## src/rtl/ntt_pkg.sv

```systemverilog
// Shared types and helpers for the NTT butterfly-schedule generator.
//   state_t  : scheduler FSM states
//   clog2    : ceiling log2 for elaboration-time widths
//   tw_base  : twiddle-ROM base offset of the inverse (op = 1) table
package ntt_pkg;

  typedef enum logic [1:0] {
    ST_IDLE = 2'd0,
    ST_RUN  = 2'd1,
    ST_GAP  = 2'd2,
    ST_DONE = 2'd3
  } state_t;

  function automatic int clog2(input int v);
    int r;
    r = 0;
    while ((1 << r) < v) r++;
    return r;
  endfunction

  // The op bit sits directly above the LOGN-bit zeta index, so the inverse
  // table starts at 2^LOGN.
  function automatic int tw_base(input int logn);
    return 1 << logn;
  endfunction

endpackage

```

## src/rtl/ntt_bf_addr.sv

```systemverilog
// Combinational address calculator for one butterfly.
//   i_op    : 0 forward, 1 inverse (selects twiddle table)
//   i_s     : stage number
//   i_bf    : butterfly index within the stage
//   o_addr0 : upper-leg data address
//   o_addr1 : lower-leg data address (o_addr0 + len)
//   o_tw    : twiddle address {op, 2^s + group}
module ntt_bf_addr
  import ntt_pkg::*;
#(
  parameter int LOGN = 9,
  parameter int SW   = 4
) (
  input  logic            i_op,
  input  logic [SW-1:0]   i_s,
  input  logic [LOGN-1:0] i_bf,
  output logic [LOGN-1:0] o_addr0,
  output logic [LOGN-1:0] o_addr1,
  output logic [LOGN:0]   o_tw
);

  localparam logic [LOGN:0]   TW_BASE = (LOGN+1)'(tw_base(LOGN));
  localparam logic [SW-1:0]   S_MAX   = SW'(LOGN - 1);
  localparam logic [LOGN-1:0] ONE     = LOGN'(1);

  logic [SW-1:0]   w_sh;
  logic [LOGN-1:0] w_len;
  logic [LOGN-1:0] w_g;
  logic [LOGN-1:0] w_j;
  logic [LOGN-1:0] w_idx;

  always_comb begin
    w_sh    = S_MAX - i_s;
    w_len   = ONE << w_sh;
    w_g     = i_bf >> w_sh;
    w_j     = i_bf & (w_len - ONE);
    // 2*g*len written as two shifts so the shift amount never needs LOGN+1 in SW bits
    o_addr0 = ((w_g << 1) << w_sh) | w_j;
    o_addr1 = o_addr0 + w_len;
    w_idx   = (ONE << i_s) + w_g;
    o_tw    = (i_op ? TW_BASE : '0) + {1'b0, w_idx};
  end

endmodule

```

## src/rtl/ntt_addr_sched.sv

```systemverilog
// Butterfly-schedule generator for the NTT/INTT datapath. Emits LANES
// butterfly address pairs plus twiddle addresses per accepted beat, stage by
// stage, with STAGE_GAP bubble cycles between stages. All outputs registered.
//   clk, rst        : clock, synchronous active-high reset
//   start, op       : transform request and mode (0 NTT, 1 INTT), sampled in IDLE
//   busy, done      : transform in progress / one-cycle completion pulse
//   out_valid/ready : beat handshake
//   addr0, addr1    : per-lane leg addresses, lane L at [L*LOGN +: LOGN]
//   tw_addr         : per-lane twiddle address, lane L at [L*(LOGN+1) +: LOGN+1]
//   stage, last     : current stage, final beat of transform
//   op_q            : latched mode
//
// state | meaning
// IDLE  | waiting for start
// RUN   | presenting beats of the current stage
// GAP   | bubble between stages for BFU write-back
// DONE  | one-cycle done pulse
module ntt_addr_sched
  import ntt_pkg::*;
#(
  parameter  int LOGN      = 9,
  parameter  int LANES     = 2,
  parameter  int STAGE_GAP = 6,
  localparam int SW        = clog2(LOGN)
) (
  input  logic                      clk,
  input  logic                      rst,
  input  logic                      start,
  input  logic                      op,
  output logic                      busy,
  output logic                      done,
  output logic                      out_valid,
  input  logic                      out_ready,
  output logic [LANES*LOGN-1:0]     addr0,
  output logic [LANES*LOGN-1:0]     addr1,
  output logic [LANES*(LOGN+1)-1:0] tw_addr,
  output logic [SW-1:0]             stage,
  output logic                      last,
  output logic                      op_q
);

  localparam int            GW       = (STAGE_GAP > 1) ? clog2(STAGE_GAP) : 1;
  localparam logic [GW-1:0] GAP_LOAD = GW'((STAGE_GAP > 0) ? STAGE_GAP - 1 : 0);
  localparam logic [LOGN:0] HALF     = (LOGN+1)'(1 << (LOGN - 1));
  localparam logic [LOGN:0] LANES_W  = (LOGN+1)'(LANES);
  localparam logic [SW-1:0] S_LAST   = SW'(LOGN - 1);

  state_t                      r_state;
  logic [SW-1:0]               r_s;
  logic [LOGN-1:0]             r_b;
  logic [GW-1:0]               r_gap;
  logic                        r_op;
  logic                        r_busy;
  logic                        r_done;
  logic                        r_valid;
  logic                        r_last;
  logic [LANES*LOGN-1:0]       r_addr0;
  logic [LANES*LOGN-1:0]       r_addr1;
  logic [LANES*(LOGN+1)-1:0]   r_tw;

  logic                        w_acc;
  logic [LOGN:0]               w_b_inc;
  logic                        w_stage_end;
  logic                        w_final;
  logic [SW-1:0]               w_s_adv;
  logic                        w_load;
  logic [SW-1:0]               w_s_nxt;
  logic [LOGN-1:0]             w_b_nxt;
  logic                        w_op_nxt;
  logic                        w_last_nxt;
  logic [LANES*LOGN-1:0]       w_addr0;
  logic [LANES*LOGN-1:0]       w_addr1;
  logic [LANES*(LOGN+1)-1:0]   w_tw;

  always_comb begin
    w_acc       = r_valid & out_ready;
    w_b_inc     = {1'b0, r_b} + LANES_W;
    w_stage_end = (w_b_inc == HALF);
    w_final     = r_op ? (r_s == '0) : (r_s == S_LAST);
    w_s_adv     = r_op ? (r_s - SW'(1)) : (r_s + SW'(1));
  end

  // Counter values of the beat to present next; addresses are computed from
  // these so the output registers load a complete beat in one edge.
  always_comb begin
    w_load   = 1'b0;
    w_s_nxt  = r_s;
    w_b_nxt  = r_b;
    w_op_nxt = r_op;
    case (r_state)
      ST_IDLE: begin
        if (start) begin
          w_load   = 1'b1;
          w_op_nxt = op;
          w_s_nxt  = op ? S_LAST : '0;
          w_b_nxt  = '0;
        end
      end
      ST_RUN: begin
        if (w_acc && !w_stage_end) begin
          w_load  = 1'b1;
          w_b_nxt = w_b_inc[LOGN-1:0];
        end else if (w_acc && !w_final && (STAGE_GAP == 0)) begin
          w_load  = 1'b1;
          w_s_nxt = w_s_adv;
          w_b_nxt = '0;
        end
      end
      ST_GAP: begin
        if (r_gap == '0) begin
          w_load  = 1'b1;
          w_s_nxt = w_s_adv;
          w_b_nxt = '0;
        end
      end
      default: ;
    endcase
    w_last_nxt = (w_op_nxt ? (w_s_nxt == '0) : (w_s_nxt == S_LAST)) &&
                 (({1'b0, w_b_nxt} + LANES_W) == HALF);
  end

  for (genvar L = 0; L < LANES; L++) begin : g_lane
    logic [LOGN-1:0] w_bf;
    assign w_bf = w_b_nxt + LOGN'(L);
    ntt_bf_addr #(.LOGN(LOGN), .SW(SW)) u_bf_addr (
      .i_op    (w_op_nxt),
      .i_s     (w_s_nxt),
      .i_bf    (w_bf),
      .o_addr0 (w_addr0[L*LOGN +: LOGN]),
      .o_addr1 (w_addr1[L*LOGN +: LOGN]),
      .o_tw    (w_tw[L*(LOGN+1) +: LOGN+1])
    );
  end

  always_ff @(posedge clk) begin
    if (rst) begin
      r_state <= ST_IDLE;
      r_s     <= '0;
      r_b     <= '0;
      r_gap   <= '0;
      r_op    <= 1'b0;
      r_busy  <= 1'b0;
      r_done  <= 1'b0;
      r_valid <= 1'b0;
      r_last  <= 1'b0;
      r_addr0 <= '0;
      r_addr1 <= '0;
      r_tw    <= '0;
    end else begin
      r_done <= 1'b0;
      if (w_load) begin
        r_valid <= 1'b1;
        r_s     <= w_s_nxt;
        r_b     <= w_b_nxt;
        r_op    <= w_op_nxt;
        r_addr0 <= w_addr0;
        r_addr1 <= w_addr1;
        r_tw    <= w_tw;
        r_last  <= w_last_nxt;
      end
      case (r_state)
        ST_IDLE: begin
          if (start) begin
            r_state <= ST_RUN;
            r_busy  <= 1'b1;
          end
        end
        ST_RUN: begin
          if (w_acc && w_stage_end) begin
            if (w_final) begin
              r_state <= ST_DONE;
              r_valid <= 1'b0;
              r_last  <= 1'b0;
              r_busy  <= 1'b0;
              r_done  <= 1'b1;
            end else if (STAGE_GAP != 0) begin
              r_state <= ST_GAP;
              r_valid <= 1'b0;
              r_last  <= 1'b0;
              r_gap   <= GAP_LOAD;
            end
          end
        end
        ST_GAP: begin
          if (r_gap == '0) r_state <= ST_RUN;
          else             r_gap   <= r_gap - GW'(1);
        end
        default: r_state <= ST_IDLE;
      endcase
    end
  end

  assign busy      = r_busy;
  assign done      = r_done;
  assign out_valid = r_valid;
  assign addr0     = r_addr0;
  assign addr1     = r_addr1;
  assign tw_addr   = r_tw;
  assign stage     = r_s;
  assign last      = r_last;
  assign op_q      = r_op;

endmodule
```

## config.mk

```make
export PLATFORM = sky130hd
export DESIGN_NAME = ntt_addr_sched
export DESIGN_NICKNAME = d
export VERILOG_FILES = /design/src/rtl/ntt_pkg.sv /design/src/rtl/ntt_bf_addr.sv /design/src/rtl/ntt_addr_sched.sv
export SDC_FILE = /design/constraint.sdc
export NUM_CORES = 1
export LEC_CHECK = 0
export CORE_UTILIZATION = 58
export DETAILED_ROUTE_END_ITERATION = 8
export PLACE_DENSITY = 0.93
export SETUP_SLACK_MARGIN = 0.3
export SYNTH_ARGS = -nofsm -noshare
export SYNTH_HDL_FRONTEND = slang
export SYNTH_SLANG_ARGS = --single-unit
```

## constraint.sdc

```tcl
create_clock -name clk -period 8.2 [get_ports clk]
set_clock_uncertainty 0.1 [all_clocks]
set_input_delay 1.64 -clock clk [delete_from_list [all_inputs] [get_ports clk]]
set_output_delay 1.64 -clock clk [all_outputs]
set_load 0.02 [all_outputs]
```

==> impl_metrics.yaml, run 1 <==
placement:
  hpwl_um: 13810
  port_buffers: 69
  postPlaceCellArea_um2: 7261
  routabilityCongestion: 0.9692
power_and_ir_drop:
  power.density_nw_per_um2: 115.8
  intPower_mw: 0.5819
  ir_worst_vdd_uv: 77.95
  swShare: 0.3257
  p_clk_frac: 0.314
  leakagePower_nw: 3.120
  comb_power_share: 0.216
  pwr-share-seq: 0.469
  p_sw_mw: 0.2811
yosys:
  synth_edf_count: 0
  yosysMostFrequentCell: "nand2_1"
  ys_top_cells_by_count: "nand2_1, nor2_1, dfxtp_1"
  yosysSeqAreaShare: 0.2368
  synth_top_area_cell: "dfxtp_1"
  synth.area.top_cells: "dfxtp_1, ha_1, nand2_1, nor2_1, a21oi_1"
  synth_flop_cell: "dfxtp_1"
  synthCells: 852
  syn_area_per_cell_um2: 7.639
  async_flop_share: 0
  synth_top_cell_area_share: 0.2368
  synth_cell_types: 95
  syn_area_um2: 6509
  ys_ff_latch: 77
  yosys_warnings: 0
outcome:
  outcome: "complete, no violations"
layout:
  syn2layout_area_growth_pct: 14.51
  antennaDiodeCount: 0
  drive_gt1_frac: 0.08482
  fin_area_um2: 7453
  nets: 947
hold_path:
  min_path_cells: 2
  hold_path_startpoint: "tw_addr[16]"
  worstHoldEndpoint: "tw_addr[16]"
  hp-class: "flop to flop"
cts:
  cts_tree: "built"
  clock_latency_ns: 0.37
  cts_setup_buffers: 0
  clock-root-buffer: "clkbuf_8"
  cts_max_level: 3
  clockBufferDepth: 2
  cts_made_buffers: 9
  cts.sinks: 77
  path_clk_slew_ns: 0.08
floorplan:
  dieArea_um2: 11650
  die_w_um: 107.9
  ios: 70
  initial_utilization: 0.5978
  core_um2: 10890
  die_y_um: 107.9
  rows: 38
drt:
  met2_length_um: 8535
  drtPass1Iterations: 6
  route.met3.wl_um: 1547
  detail-route-antenna-nets: 0
  wl_met1_um: 8351
  routed_wl_um: 18930
  drt_iter0_drc: 733
  via_per_inst: 6.339
  topRoutingLayerUsed: "met4"
  drc_errors: 0
  num_vias: 6567
  routedWlPerCell_um: 18.27
run:
  cap_violations: 0
setup_path:
  path_max_fanout: 16
  criticalPathCategory: "input pin to flop"
  critical_path.reg2reg.endpoint: "addr1[17]"
  required_ns: 8.37
  startpoint: "start"
  cp-start-kind: "input pin"
  worstSetupEndpointType: "flop"
  cp.arrival_ns: 7.51
  r2r_setup_slack_ns: 1.40
  worstRegToRegCells: 28
  r2r-start: "r_b[1]"
global_route:
  grt_pass1_vias: 6021
  antenna_found_initial: 0
  track_usage: 0.3318
  grt_max_degree: 80
  overflow: 0
  grt_pass1_wl_um: 30230
sta:
  finalCritPeriodShare: 0.8952
  finalHoldViolCount: 0
  finalMaxSlewViolations: 0
  rsz0062_at_grt: "no"
  setup_viol: 0
  max_slew_margin: 0.3296
  max_freq_mhz: 136.2
  min_period_ns: 7.341
  setup-tns-final_ns: 0
  worst_pin_slew_ns: 0.9989
## repair_timing
item | in CTS | in global routing
gates resized for setup | 0 | 4
hold buffers | 0 | 0
setup endpoints to repair | 0 | 2
## area by class of cell
| cell class | count | area, um^2 |
|---|---|---|
| Timing Repair Buffer | 85 | 805.8 |
| Inverter | 24 | 90.09 |
| Fill cell | 880 | 3435 |
| Multi-Input combinational cell | 694 | 4663 |
| Sequential cell | 77 | 1541 |
| Tap cell | 140 | 175.2 |
| Clock buffer | 12 | 145.1 |
| Clock inverter | 4 | 32.53 |
## sequential cells by signal, summed over array words and instances, names as in the netlist, 2 cells and up
name,flops
addr0,18
r_b,9
stage,4
addr1,18
tw_addr,19
r_gap,3
r_state,2
## cell usage in the layout (no fill, tap or decap), types with 22 or more instances in the layout
master and n:
nor2_1 95, dfxtp_1 77, nor3_1 23, xnor2_1 32
ha_1 46, a21oi_1 72, clkdlybuf4s50_1 68, nand2_1 109
a21o_1 22
## power groups by stage
| stage | clock network [mW] | logic, mW | registers (mW) |
|---|---|---|---|
| global route | 0.290 | 0.202 | 0.407 |
| CTS | 0.274 | 0.185 | 0.405 |
| floorplan | 0 | 0.0975 | 0.432 |
| detailed placement | 0 | 0.182 | 0.413 |
| global placement | 0 | 0.179 | 0.413 |
| finish | 0.271 | 0.187 | 0.405 |
## layer usage
layer  global-route usage  up-vias
li1                     -     3140
met1               0.4534     3045
met2               0.5124      337
met3              0.05907       45
met4               0.1429        0
met5                    0        -
## how the worst max path moves through the flow
stage | to | cells past startpoint
5_1_grt | addr1[17] | 24
2_1_floorplan | addr1[17] | 28
3_3_place_gp | addr1[17] | 25
6_report | addr1[17] | 24
3_5_place_dp | addr1[17] | 25
4_1_cts | addr1[17] | 25
## critical path, stage by stage
cell             delay [ns]
clkdlybuf4s50_1        0.51
nor2b_1                0.29
o21ai_1                0.26
a22oi_2                0.42
nand3_1                0.16
and3_1                 0.26
or2_1                  0.44
nand2b_1               0.42
nor2_1                 0.18
a2111oi_1              0.50
a21oi_1                0.14
a32oi_1                0.24
o21ai_1                0.11
ha_1                   0.32
a21o_1                 0.20
a21oi_1                0.21
nor2_1                 0.06
nor2_1                 0.14
nor2b_1                0.07
o21a_1                 0.17
or3_1                  0.32
nand3_1                0.08
a21oi_1                0.05
a311o_1                0.31
## kinds of logic (layout without fill, tap and decap cells)
family,Yosys count,in the layout,share of synthesized area
xor+xnor,50,50,0.06844
flops,77,77,0.2368
fa+ha+maj,51,51,0.1038
mux,15,15,0.03210
buf+inv,82,125,0.05113
other cells,1,2,0.0005761
compound gates,247,247,0.2684
simple gates,329,329,0.2388
## metrics by stage
| step | instances | hold slack (ns) | util | setup slack, ns | total power, mW |
|---|---|---|---|---|---|
| 2_1_floorplan | 853 | 0.3475 | - | 1.358 | 0.5299 |
| 3_3_place_gp | 1020 | 0.3383 | 0.6669 | 0.5751 | 0.5924 |
| 3_5_place_dp | 1020 | 0.3455 | 0.6669 | 0.3190 | 0.5955 |
| 4_1_cts | 1036 | 0.3559 | 0.6832 | 0.6629 | 0.8635 |
| 5_1_grt | 1036 | 0.3679 | 0.6846 | 0.3893 | 0.8981 |
| 6_report | 1036 | 0.3516 | 0.6846 | 0.8594 | 0.8629 |
(Power assumes the default switching activity.)
==> inputs of run 2 (changes only) <==
==> constraint.sdc (replaced) <==
create_clock -name clk -period 7.7 [get_ports clk]
set_clock_uncertainty 0.1 [all_clocks]
set_input_delay 1.54 -clock clk [delete_from_list [all_inputs] [get_ports clk]]
set_output_delay 1.54 -clock clk [all_outputs]
set_load 0.02 [all_outputs]
==> run 2 against run 1 <==
  * The run now ends with design-rule violations left
  * Largest power group unchanged
  * Sequential cell count did not move
  * First-iteration DRC count rose by 20%
  * Global-route usage up 1.3 points
  * Hold slack better by 0.0058 ns
  * Register-to-register slack lost 0.29 ns
  * Setup slack worse by 0.25 ns
  * Sequential share of layout area shrank 0.38 points
  * Sequential power is 6.4% higher
  * Critical endpoint unchanged
  * Routed wire length grew 3.5%
==> impl_metrics.yaml, run 2 (synthesized netlist as in run 1, its figures left out) <==
layout:
  antennaDiodeCount: 0
  final_common_cell: "nand2_1"
  final_cell_mix: "nand2_1, nor2_1, dfxtp_1"
  largest_reg_flops: 19
  syn2layout_area_growth_pct: 16.69
  nets: 958
  drive_gt1_frac: 0.09372
power_and_ir_drop:
  total_power_mw: 1.028
  power.density_nw_per_um2: 135.3
  leakagePower_nw: 3.214
  ir_worst_vdd_uv: 115.2
cts:
  cts_made_buffers: 9
  cts.sinks: 77
  cts_tree: "built"
  clockBufferDepth: 2
  clock-root-buffer: "clkbuf_8"
  path_clk_slew_ns: 0.09
  cts_resized: 0
  cts_max_level: 3
  hold_buffers: 0
  clock_latency_ns: 0.38
  cts_setup_buffers: 0
global_route:
  grt_max_degree: 80
  track_usage: 0.3450
  overflow: 0
  grt_pass1_vias: 6099
  grt_pass1_wl_um: 31140
  antenna_found_initial: 0
drt:
  drc_errors: 5
  wl_met1_um: 8045
  route.met3.wl_um: 2007
  detail-route-antenna-nets: 0
  routedWlPerCell_um: 18.71
  drt_iter0_drc: 883
  via_per_inst: 6.381
  topRoutingLayerUsed: "met4"
  drtPass1Iterations: 9
  num_vias: 6681
  met2_length_um: 8559
  routed_wl_um: 19590
floorplan:
  die_y_um: 107.9
  core_um2: 10890
  die_w_um: 107.9
  ios: 70
  rows: 38
  dieArea_um2: 11650
  initial_utilization: 0.5978
setup_path:
  r2r-start: "r_b[1]"
  worstSetupEndpointType: "flop"
  cp-start-kind: "input pin"
  critical_path.reg2reg.endpoint: "addr1[17]"
  required_ns: 7.87
  r2r_setup_slack_ns: 1.11
  cp.arrival_ns: 7.26
  endpoint: "addr1[17]"
  path_max_fanout: 9
  worstRegToRegCells: 27
  startpoint: "start"
  criticalPathCategory: "input pin to flop"
placement:
  hpwl_um: 14230
  routabilityCongestion: 1.080
  port_buffers: 69
sta:
  worst_pin_slew_ns: 0.8311
  finalHoldViolCount: 0
  finalCritPeriodShare: 0.9203
  min_period_ns: 7.086
  setup_viol: 0
  setup-tns-final_ns: 0
  finalMaxSlewViolations: 0
  rsz0062_at_grt: "no"
  max_freq_mhz: 141.1
  max_slew_margin: 0.4459
  hold_ws_ns: 0.3574
outcome:
  outcome: "complete, but fails checks"
  violations: "design-rule violations"
run:
  cap_violations: 0
hold_path:
  hp-class: "flop to flop"
-- run 2: worst min-delay path by stage --
stage | endpoint | cells after the start | start | slack (ns)
2_1_floorplan | r_gap[0] | 1 | r_gap[0] | 0.35
3_3_place_gp | tw_addr[6] | 2 | tw_addr[6] | 0.34
3_5_place_dp | tw_addr[16] | 2 | tw_addr[16] | 0.35
4_1_cts | tw_addr[16] | 2 | tw_addr[16] | 0.36
5_1_grt | addr1[12] | 2 | addr1[12] | 0.37
6_report | tw_addr[7] | 2 | tw_addr[7] | 0.36
-- run 2: worst max-delay path, stage by stage --
cell,delay [ns]
clkdlybuf4s50_1,0.49
nor2b_1,0.27
o21ai_1,0.24
a22oi_1,0.46
ha_1,0.29
ha_1,0.26
nor2_1,0.31
nand2_1,0.23
ha_1,0.35
xnor2_1,0.41
nor2_1,0.09
a31o_1,0.23
ha_1,0.32
a21o_1,0.18
a21o_1,0.20
a21oi_1,0.15
nor2_1,0.05
nor2_1,0.16
nor2b_1,0.07
o21a_1,0.17
or3_1,0.32
nand3_1,0.08
a21oi_1,0.05
a311o_1,0.31
-- run 2: layout make-up --
type | count | area (um^2)
fillers | 870 | 3293
repair buffers | 96 | 888.4
well taps | 140 | 175.2
clock buffers | 9 | 123.9
flip-flops and latches | 77 | 1541
clock inverters | 7 | 127.6
inverters | 24 | 90.09
multi-input cells | 694 | 4648
-- run 2: per-layer routing --
metal	vias up	track usage
li1	3144	-
met1	3049	0.4556
met2	398	0.5256
met3	90	0.07414
met4	0	0.1849
met5	-	0
-- run 2: stage by stage --
stage                 util  std cells  worst slack (ns)  area, um^2
finish              0.6975       1047            0.6136        7595
global route        0.6975       1047            0.3215        7595
CTS                 0.6975       1047            0.7306        7595
detailed placement  0.6744       1031            0.3745        7343
global placement    0.6744       1031            0.4740        7343
floorplan                -        853            0.9585        6513
-- run 2: where the power goes --
group	total (mW)	internal, mW	switching [mW]
registers	0.431	0.417	0.0135
logic	0.200	0.0749	0.125
clock network	0.397	0.221	0.176
==> inputs of run 3 (changes only) <==
--- a/config.mk
+++ b/config.mk
@@ -5,9 +5,11 @@
 export SDC_FILE = /design/constraint.sdc
 export NUM_CORES = 1
 export LEC_CHECK = 0
-export CORE_UTILIZATION = 58
+export CAP_MARGIN = 0
+export CORE_UTILIZATION = 45
+export CTS_CLUSTER_DIAMETER = 200
 export DETAILED_ROUTE_END_ITERATION = 8
-export PLACE_DENSITY = 0.93
+export PLACE_DENSITY = 0.77
 export SETUP_SLACK_MARGIN = 0.3
 export SYNTH_ARGS = -nofsm -noshare
 export SYNTH_HDL_FRONTEND = slang
==> run 3 against run 2 <==
  * The flow now finishes without violations
  * Critical endpoint unchanged
  * Global-route usage shrank 7.3 points
  * Count of clock-buffer cells in the layout grew 3
  * Setup slack gained 0.068 ns
  * Routed wire length grew 0.43%
  * Sequential share of layout area shrank 0.33 points
  * Non-clock buffer count is the same
  * Total power grew 5.3%
  * Register-to-register slack lost 0.04 ns
  * Sequential cell count is the same
  * Critical path depth grew 5
  * Final area grew 1.6%
==> impl_metrics.yaml, run 3 (synthesized netlist as in run 1, its figures left out) <==
cts:
  cts_resized: 0
  cts_max_level: 3
  hold_buffers: 0
  clock-root-buffer: "clkbuf_16"
  cts.sinks: 77
  cts_setup_buffers: 0
  cts_made_buffers: 9
  path_clk_slew_ns: 0.06
  clock_latency_ns: 0.35
  clockBufferDepth: 2
  cts_tree: "built"
setup_path:
  worstSetupEndpointType: "flop"
  crit_buf_inv: 3
  cp.arrival_ns: 7.16
  cp_slowest_cell: "clkdlybuf4s50_1"
  r2r-start: "r_b[1]"
  cp-start-kind: "input pin"
  critical_path.reg2reg.endpoint: "addr1[17]"
  criticalPathCategory: "input pin to flop"
  worst_path_largest_cell_delay_ns: 0.49
  critPathTopFamily: "compound AO/OA/AOI/OAI gates"
  path_max_fanout: 15
  startpoint: "start"
  cpMostUsedCell: "nor2_1"
  required_ns: 7.84
  r2r_setup_slack_ns: 1.07
  worstRegToRegCells: 29
hold_path:
  hold_path_startpoint: "tw_addr[5]"
  worstHoldEndpoint: "tw_addr[5]"
  min_path_cells: 2
  hp-class: "flop to flop"
placement:
  pre_cts_slack_ns: 0.4165
  port_buffers: 69
  hpwl_um: 14520
  postPlaceCellArea_um2: 7401
  routabilityCongestion: 0.9659
power_and_ir_drop:
  swShare: 0.2941
  leakagePower_nw: 3.235
  intPower_mw: 0.7639
  ir_worst_vdd_uv: 112.2
  total_power_mw: 1.082
  pwr-share-seq: 0.399
  p_clk_frac: 0.414
  comb_power_share: 0.186
  p_sw_mw: 0.3182
  power.density_nw_per_um2: 140.2
floorplan:
  ios: 70
  core_um2: 13990
  initial_utilization: 0.4653
  rows: 43
  die_w_um: 122.3
  dieArea_um2: 14950
  die_y_um: 122.3
global_route:
  grt_pass1_vias: 5848
  grt_pass1_wl_um: 31390
  overflow: 0
  antenna_found_initial: 0
  grt_max_degree: 80
  track_usage: 0.2723
sta:
  setup-tns-final_ns: 0
  finalCritPeriodShare: 0.9115
  finalMaxSlewViolations: 0
  max_slew_margin: 0.4191
  worst_pin_slew_ns: 0.8713
  max_freq_mhz: 142.5
  rsz0062_at_grt: "no"
  setup_viol: 0
  min_period_ns: 7.018
  setup_ws_ns: 0.6816
  finalHoldViolCount: 0
drt:
  routedWlPerCell_um: 18.10
  drtPass1Iterations: 5
  via_per_inst: 5.983
  drt_iter0_drc: 746
  routed_wl_um: 19670
  drc_errors: 0
  num_vias: 6504
  detail-route-antenna-nets: 0
layout:
  nets: 958
  drive_gt1_frac: 0.09372
  antennaDiodeCount: 0
  final_core_utilization: 0.5519
  fin_area_um2: 7720
  final_common_cell: "nand2_1"
  largest_reg_flops: 19
  final_cell_mix: "nand2_1, nor2_1, dfxtp_1"
  syn2layout_area_growth_pct: 18.61
run:
  cap_violations: 0
outcome:
  outcome: "complete, no violations"
-- run 3: cell types whose count changed in the layout (fill, tap and decap cells not counted), sizes merged --
cell / previous run / this run
clkinvlp: 0 / 2
inv: 27 / 24
bufinv: 3 / 1
clkbuf: 9 / 12
-- run 3: cell type report --
cell class | count | area (um^2)
fill | 1338 | 6269
multi-input combinational | 694 | 4664
timing repair buffer | 96 | 888.4
clock buffer | 12 | 256.5
inverter | 24 | 90.09
clock inverter | 4 | 53.80
tap | 180 | 225.2
sequential | 77 | 1541
-- run 3: power groups by stage --
| stage | Sequential, mW | Combinational (mW) | Clock (mW) |
|---|---|---|---|
| global route | 0.434 | 0.220 | 0.472 |
| floorplan | 0.460 | 0.104 | 0 |
| CTS | 0.432 | 0.199 | 0.455 |
| global placement | 0.440 | 0.197 | 0 |
| detailed placement | 0.441 | 0.198 | 0 |
| finish | 0.432 | 0.202 | 0.448 |
-- run 3: worst reg2reg max path, delay by kind of cell (launching register included) --
kind / cells / cell delay (ns)
buffers and inverters: 2 / 0.33
AO/OA/AOI/OAI: 11 / 2.45
multiplexers: 1 / 0.24
AND/OR/NAND/NOR: 10 / 1.66
XOR/XNOR: 2 / 0.24
flip-flops: 1 / 0.44
adder cells (fa/ha/maj): 3 / 1.07
-- run 3: routing by layer --
| metal | track usage | share of wire |
|---|---|---|
| met1 | 0.3885 | 0.47 |
| met2 | 0.4027 | 0.43 |
| met3 | 0.04740 | 0.069 |
| met4 | 0.1098 | 0.027 |
| met5 | 0 | 0 |
-- run 3: worst max-delay path by stage --
stage	slack, ns	end	cells after the start
2_1_floorplan	0.96	addr1[17]	28
3_5_place_dp	0.42	addr1[17]	28
6_report	0.68	addr1[17]	29
3_3_place_gp	0.43	addr1[17]	29
4_1_cts	0.77	addr1[17]	29
5_1_grt	0.34	addr1[8]	24
-- run 3: stage by stage --
step | hold WS, ns | cells
floorplan | 0.3475 | 853
global placement | 0.3391 | 1071
detailed placement | 0.3439 | 1071
CTS | 0.3517 | 1087
global route | 0.3712 | 1087
finish | 0.3465 | 1087
